**config.mk**
```make
export PLATFORM = sky130hd
export DESIGN_NAME = trap_controller
export DESIGN_NICKNAME = d
export VERILOG_FILES = /design/src/rtl/trap_controller.sv
export SDC_FILE = /design/constraint.sdc
export NUM_CORES = 1
export LEC_CHECK = 0
export CAP_MARGIN = 10
export CORE_MARGIN = 2
export CORE_UTILIZATION = 51
export DETAILED_ROUTE_END_ITERATION = 6
export GPL_TIMING_DRIVEN = 0
export MAX_ROUTING_LAYER = met4
export PLACE_DENSITY = 0.95
export SYNTH_ARGS = -nofsm -noshare
export SYNTH_HDL_FRONTEND = slang
export SYNTH_SLANG_ARGS = --single-unit
```
**constraint.sdc**
```tcl
create_clock -name i_clk -period 7.05 [get_ports i_clk]
set_clock_uncertainty 0.1 [all_clocks]
set_input_delay 1.7625 -clock i_clk [delete_from_list [all_inputs] [get_ports i_clk]]
set_output_delay 1.7625 -clock i_clk [all_outputs]
set_load 0.01 [all_outputs]
```
**src/rtl/trap_controller.sv**
```systemverilog
// Machine-mode trap sequencer and trap CSR file (mstatus, mtvec, mepc, mcause, optional mtval via MTVAL_EN).
// Latency: exception sampled at T -> flush T+1, CSR save T+2, redirect T+3; mret sampled at T -> redirect T+1.
// Backpressure: trap/mret sampled only in IDLE with i_stall low; o_busy holds the front end while sequencing.
module trap_controller #(
  parameter logic [1:0]  RESET_PRIV  = 2'b11,
  parameter logic [31:0] MTVEC_RESET = 32'h0000_0000
) (
  input  logic        i_clk,
  input  logic        i_rst,
  input  logic        i_exception,
  input  logic [3:0]  i_cause,
  input  logic        i_mret,
  input  logic [31:0] i_PC,
  input  logic [31:0] i_inst,
  input  logic        i_stall,
  input  logic        i_csrWe,
  input  logic [11:0] i_csrAddr,
  input  logic [31:0] i_csrWdata,
  output logic [31:0] o_csrRdata,
  output logic [1:0]  o_privMode,
  output logic        o_busy,
  output logic        o_flush,
  output logic        o_redirect,
  output logic [31:0] o_redirectPC
);

  typedef enum logic [2:0] {IDLE, FLUSH, SAVE, REDIRECT, RET} trapState_t;

  trapState_t state, nextState;

  // Latched trap context, captured when the exception is accepted.
  logic [31:0] latPC;
  logic [3:0]  latCause;
  logic [1:0]  latPriv;

  // Architectural state. Low bits of mtvec/mepc are always zero, so not stored.
  logic [1:0]  privMode;
  logic        mie, mpie;
  logic [1:0]  mpp;
  logic [31:2] mtvec;
  logic [31:2] mepc;
  logic [31:0] mcause;

  logic acceptTrap, acceptRet;
  assign acceptTrap = (state == IDLE) && !i_stall && i_exception;
  assign acceptRet  = (state == IDLE) && !i_stall && !i_exception && i_mret;

`ifdef MTVAL_EN
  logic [31:0] latInst;
  logic [31:0] mtval;
  logic [31:0] mtvalNext;

  // Fault-specific mtval value: faulting PC for fetch faults, instruction word for illegal instruction.
  always_comb begin
    mtvalNext = 32'h0;
    case (latCause)
      4'd0, 4'd1: mtvalNext = latPC;
      4'd2:       mtvalNext = latInst;
      default:    mtvalNext = 32'h0;
    endcase
  end
`else
  // Instruction word and low PC bits only feed mtval, which is absent in this build.
  logic unusedBits;
  assign unusedBits = ^{i_inst, latPC[1:0]};
`endif

  // State register.
  always_ff @(posedge i_clk) begin
    if (i_rst) state <= IDLE;
    else       state <= nextState;
  end

  // Next-state decode and sequence strobes.
  always_comb begin
    nextState    = state;
    o_flush      = 1'b0;
    o_redirect   = 1'b0;
    o_redirectPC = 32'h0;
    case (state)
      IDLE: begin
        if (acceptTrap)     nextState = FLUSH;
        else if (acceptRet) nextState = RET;
      end
      FLUSH: begin
        o_flush   = 1'b1;
        nextState = SAVE;
      end
      SAVE: nextState = REDIRECT;
      REDIRECT: begin
        o_redirect   = 1'b1;
        o_redirectPC = {mtvec, 2'b00};
        nextState    = IDLE;
      end
      RET: begin
        o_redirect   = 1'b1;
        o_redirectPC = {mepc, 2'b00};
        nextState    = IDLE;
      end
      default: nextState = IDLE;
    endcase
  end

  assign o_busy     = (state != IDLE);
  assign o_privMode = privMode;

  // Trap context capture, software CSR writes, then hardware updates (later assignment wins a conflict).
  always_ff @(posedge i_clk) begin
    if (i_rst) begin
      latPC    <= 32'h0;
      latCause <= 4'h0;
      latPriv  <= 2'b00;
      privMode <= RESET_PRIV;
      mie      <= 1'b0;
      mpie     <= 1'b0;
      mpp      <= 2'b00;
      mtvec    <= MTVEC_RESET[31:2];
      mepc     <= 30'h0;
      mcause   <= 32'h0;
`ifdef MTVAL_EN
      latInst  <= 32'h0;
      mtval    <= 32'h0;
`endif
    end else begin
      if (acceptTrap) begin
        latPC    <= i_PC;
        latCause <= i_cause;
        latPriv  <= privMode;
`ifdef MTVAL_EN
        latInst  <= i_inst;
`endif
      end
      if (i_csrWe) begin
        case (i_csrAddr)
          12'h300: begin
            mie  <= i_csrWdata[3];
            mpie <= i_csrWdata[7];
            mpp  <= i_csrWdata[12:11];
          end
          12'h305: mtvec  <= i_csrWdata[31:2];
          12'h341: mepc   <= i_csrWdata[31:2];
          12'h342: mcause <= i_csrWdata;
`ifdef MTVAL_EN
          12'h343: mtval  <= i_csrWdata;
`endif
          default: ;
        endcase
      end
      if (state == SAVE) begin
        mepc     <= latPC[31:2];
        mcause   <= {28'h0, latCause};
        mpp      <= latPriv;
        mpie     <= mie;
        mie      <= 1'b0;
        privMode <= 2'b11;
`ifdef MTVAL_EN
        mtval    <= mtvalNext;
`endif
      end
      if (state == RET) begin
        privMode <= mpp;
        mpp      <= 2'b00;
        mie      <= mpie;
        mpie     <= 1'b1;
      end
    end
  end

  // Combinational CSR read of current state; unimplemented addresses read zero.
  always_comb begin
    o_csrRdata = 32'h0;
    case (i_csrAddr)
      12'h300: o_csrRdata = {19'h0, mpp, 3'b000, mpie, 3'b000, mie, 3'b000};
      12'h305: o_csrRdata = {mtvec, 2'b00};
      12'h341: o_csrRdata = {mepc, 2'b00};
      12'h342: o_csrRdata = mcause;
`ifdef MTVAL_EN
      12'h343: o_csrRdata = mtval;
`endif
      default: o_csrRdata = 32'h0;
    endcase
  end

endmodule
```
# After elaboration in Yosys (flattened, before gate mapping)
# Cells that the tools add are included.
# op_classes
n_reduce_logical	24
n_mux	26
eq_ne	9
# op_table
operator	n
$pmux W32 S4	1
$mux W30	3
$pmux W32 S2	1
$eq A12 B10 Y1 const B	4
$mux W4	3
$reduce_and A2 Y1	6
$mux W1	10
$mux W2	5
$reduce_bool A2 Y1	5
$pmux W3 S3	1
$reduce_bool A3 Y1	3
$eq A3 B2 Y1 const B	2
$mux W3	2
$reduce_or A2 Y1	3
$logic_and A1 B1 Y1	4
$eq A3 B1 Y1 const B	1
$eq A3 B3 Y1 const B	1
$logic_not A3 Y1	1
$ne A3 B3 Y1 const B	1
$logic_not A1 Y1	2
# word_totals
elab_cells	71
out_inout_bits	69
reg_bits	139
in_bits	118

# Depth between registers and ports, before layout
# depth
depth_word	7
ltp_mapped	7
mapped_depth_nobuf	4

# Worst setup path before layout
# No wires, ideal clock.
# synth_path
path_type	input -> output
start	input i_csrAddr[5]
end	output o_csrRdata[10]
cell_stages	6
slack_ns	1.916
n_path_buf	2
t_arrival_ns	3.271
required_ns	5.188
path_cell_list	or4_1 -> buf_6 -> nor3_2 -> clkbuf_1 -> nand2_1 -> nand2_1
# synth_between
elab_chain_cells	2
word_cells_on_any_way	5
cone_classes	eq/ne: 4; mux: 1
# synth_rtl
item	line	text
start: declaration	17	input logic [11:0] i_csrAddr,
$eq A12 B10 Y1	172	case (i_csrAddr)
$pmux W32 S4 *	172	
end: declaration	19	output logic [31:0] o_csrRdata,
# Mark *: on every way between the ends. The rest lies on a longest branch, timed or not.

# Final worst setup path
# layout_path
start	input i_csrAddr[6]
end	output o_csrRdata[30]
# Same word-level chain as after synthesis.

==> flow_summary.toml <==
[global_routing]
grt_pass1_vias = 6792
grt_pass1_wl_um = 34000
grt_overflow = 0
antenna_found_initial = 0
grt_max_degree = 17
grtUsageTotal_pct = 34.7

[sta]
layout_setup_ws_ns = 0.218
finalCriticalPeriod_ns = 6.83
rsz0062_at_grt = "no"
final-max-slew-violation-count = 0
worst_pin_slew_ns = 0.901
fin_tns_setup_ns = 0
finalHoldViolations = 0
fmax_mhz = 146
fin_crit_sh_pct = 96.9
setup_violations = 0
relSlewSlack_pct = 39.8

[power_and_ir_drop]
p_total_uw = 1880
p_leak_uw = 0.00301
p_per_area_mw_per_mm2 = 224
ir_drop_uv = 173

[setup_path]
cp.arrival_ns = 4.97
r2r_cells = 7
crit_type = "in -> out"
max_stage_delay_ns = 0.72
worst-path-max-fanout = 10
path_common_cell = "clkdlybuf4s50_1"
slowest_stage = "clkbuf_1"
crit_buf_inv = 3
start_kind = "primary input"
worstReg2RegStart = "state[1]$_SDFFE_PP0P_"
critPathTopFamily = "buffers and inverters"
ff2ff_setup_slack_ns = 4.39
cp-end-kind = "primary output"
worst_ep_required_time_ns = 5.19
r2r-end = "mcause[20]$_SDFFE_PP0P_"
critical_path.cell_chain = "clkdlybuf4s50_1 -> or4bb_1 -> nor3_2 -> clkbuf_1 -> a22oi_1 -> nand2_1 -> clkdlybuf4s50_1"

[clocking]
clk_latency_ns = 0.43
cts_buffers = 17
cts_setup_buffers = 0
ctsHoldBuffers = 0
cts_max_level = 4
clk_pin_slew_ns = 0.05
cts_sinks = 137
cts.repair.resized = 0
cts_root_buf = "clkbuf_16"
cts_tree = "built"
clk_path_buf_depth = 2

[final_layout]
fin_nets = 1097
fillers = 848
area_growth_pct = 36.3
antenna_cells = 0
stdcell_area_mm2 = 0.00839
drive_above_1_share_pct = 6.85

[placed_design]
hpwl_um = 14700
postPlaceCellArea_mm2 = 0.00783
dp_slack_ns = 0.403
io_buffer_count = 149
gp_congestion = 0.952

[die]
core_area_mm2 = 0.0119
start_util_pct = 51.7
die_h_um = 114
die_area_mm2 = 0.0130
chipWidth_um = 114
io_pins = 187
rows = 40

[flow_run]
maxCapViolCount = 0

[yosys]
synthTopCellsByCount = "nand2_1, dfxtp_1, a21oi_1"
synth_seq_area_share_pct = 44.6
ys.flop_type = "dfxtp_1"
synth_top_area_share_pct = 44.6
yosysWarnings = 0
synth_mux_area_share_pct = 0.508
synth-async-reset-ratio_pct = 0
ys_types = 42
synthXorXnorAreaFrac_pct = 0.142
synth_top_family_by_area = "simple AND/OR/NAND/NOR gates"
synth_compound_area_share_pct = 22.3
ys_ff_latch = 137
synth.most_common_cell = "nand2_1"
yosys.area.top_type = "dfxtp_1"
synthSimpleGateAreaFrac_pct = 26.7
synth-adder-area-share_pct = 0
avgSynthCellArea_um2 = 7.60
synthCells = 810
synth_edf_count = 0
synth_area_mm2 = 0.00615
synth_area_leaders = "dfxtp_1, nand2_1, a21oi_1"

[detailed_routing]
drtIter0Drc = 1211
totalWireLength_um = 22100
drc_errors = 1
wl_per_cell_um = 19.4
num_vias = 7122
dr.pass1.iters = 7
viasPerCell = 6.25
ant_nets = 0

[worst_hold_path]
min_to = "mcause[12]$_SDFFE_PP0P_"
hold_class = "reg -> reg"
hold_path_depth = 2
hold_start = "mcause[12]$_SDFFE_PP0P_"

[run_status]
violations = "DRC"
status = "complete, but fails checks"
flip-flops by register name, summed over array words and instances (netlist names), 3 cells and up:
register and count:
state 3, mtvec 30, mepc 30, latPC 30, latCause 4, mcause 32
logic make-up (layout without fill, tap and decap cells):
family | after synthesis | count (layout)
AND/OR/NAND/NOR | 389 | 389
other | 1 | 2
XOR/XNOR | 1 | 1
flip-flops | 137 | 137
buffers and inverters | 75 | 256
multiplexers | 3 | 3
AO/OA/AOI/OAI | 204 | 204
cell type report:
type                    instances  area [µm²]  share of cell area (%)
plain buffers                  71         339                    4.04
clock buffers                  20         457                    5.44
clock inverters                12         100                    1.19
inverters                       4        15.0                   0.179
multi-input cells             599        3060                    36.5
flip-flops and latches        137        2740                    32.7
well taps                     147         184                    2.19
repair buffers                149        1490                    17.8
worst register-to-register path, cell delays in order (launching register included):
cell and delay [ns]:
dfxtp_1 0.31, buf_2 0.17, or3b_2 0.45, clkbuf_1 0.19, nand2b_1 0.13, buf_1 0.52
clkbuf_1 0.52, a21oi_1 0.12
power by group:
part | switching [µW] | total [µW] | internal (µW)
Combinational | 110 | 197 | 87.0
Sequential | 26.1 | 835 | 809
Clock | 343 | 844 | 500
Total | 479 | 1880 | 1400
how the worst max path moves through the flow:
stage	depth (start not counted)	end	startpoint	slack [ns]
after global placement	8	o_csrRdata[30]	i_csrAddr[5]	0.45
after detailed placement	8	o_csrRdata[30]	i_csrAddr[5]	0.40
final	7	o_csrRdata[30]	i_csrAddr[6]	0.22
after floorplan	6	o_csrRdata[10]	i_csrAddr[5]	1.92
after global routing	7	o_csrRdata[31]	i_csrAddr[6]	0.19
after CTS	8	o_csrRdata[30]	i_csrAddr[5]	0.37
routing by layer:
layer / up-vias / part of all wire (%) / global-route usage, %
met5: - / 0 / -
met4: 0 / 7.0 / 20.6
met3: 160 / 13 / 8.82
met2: 627 / 44 / 53.0
met1: 3207 / 36 / 41.6
li1: 3128 / - / -
cells in the final DEF (no fill, tap or decap), types with 2 or more instances in the layout:
cell type / count
a21oi_1: 98
a221o_1: 4
a22o_1: 30
a22oi_1: 31
a311oi_1: 35
and2_1: 4
buf_2: 19
buf_4: 3
buf_6: 5
clkbuf_1: 44
clkbuf_16: 17
clkbuf_8: 2
clkdlybuf4s50_1: 149
clkinv_2: 6
clkinvlp_4: 3
conb_1: 2
dfxtp_1: 137
inv_1: 4
mux2i_1: 2
nand2_1: 311
nand2b_1: 4
nor2_1: 36
nor3_1: 2
nor3_2: 2
nor3b_1: 2
nor4_1: 9
o21ai_0: 2
o22ai_1: 2
or3b_2: 2
or4_1: 3
or4bb_1: 3
per-stage QoR:
step / utilization (%) / cells / hold slack [ns]
CTS: 70.4 / 1139 / 0.350
detailed placement: 65.8 / 1107 / 0.343
global placement: 65.8 / 1107 / 0.338
global route: 70.4 / 1139 / 0.366
finish: 70.4 / 1139 / 0.352
floorplan: - / 811 / 0.332
No activity file was read; power rests on OpenSTA's default activity.
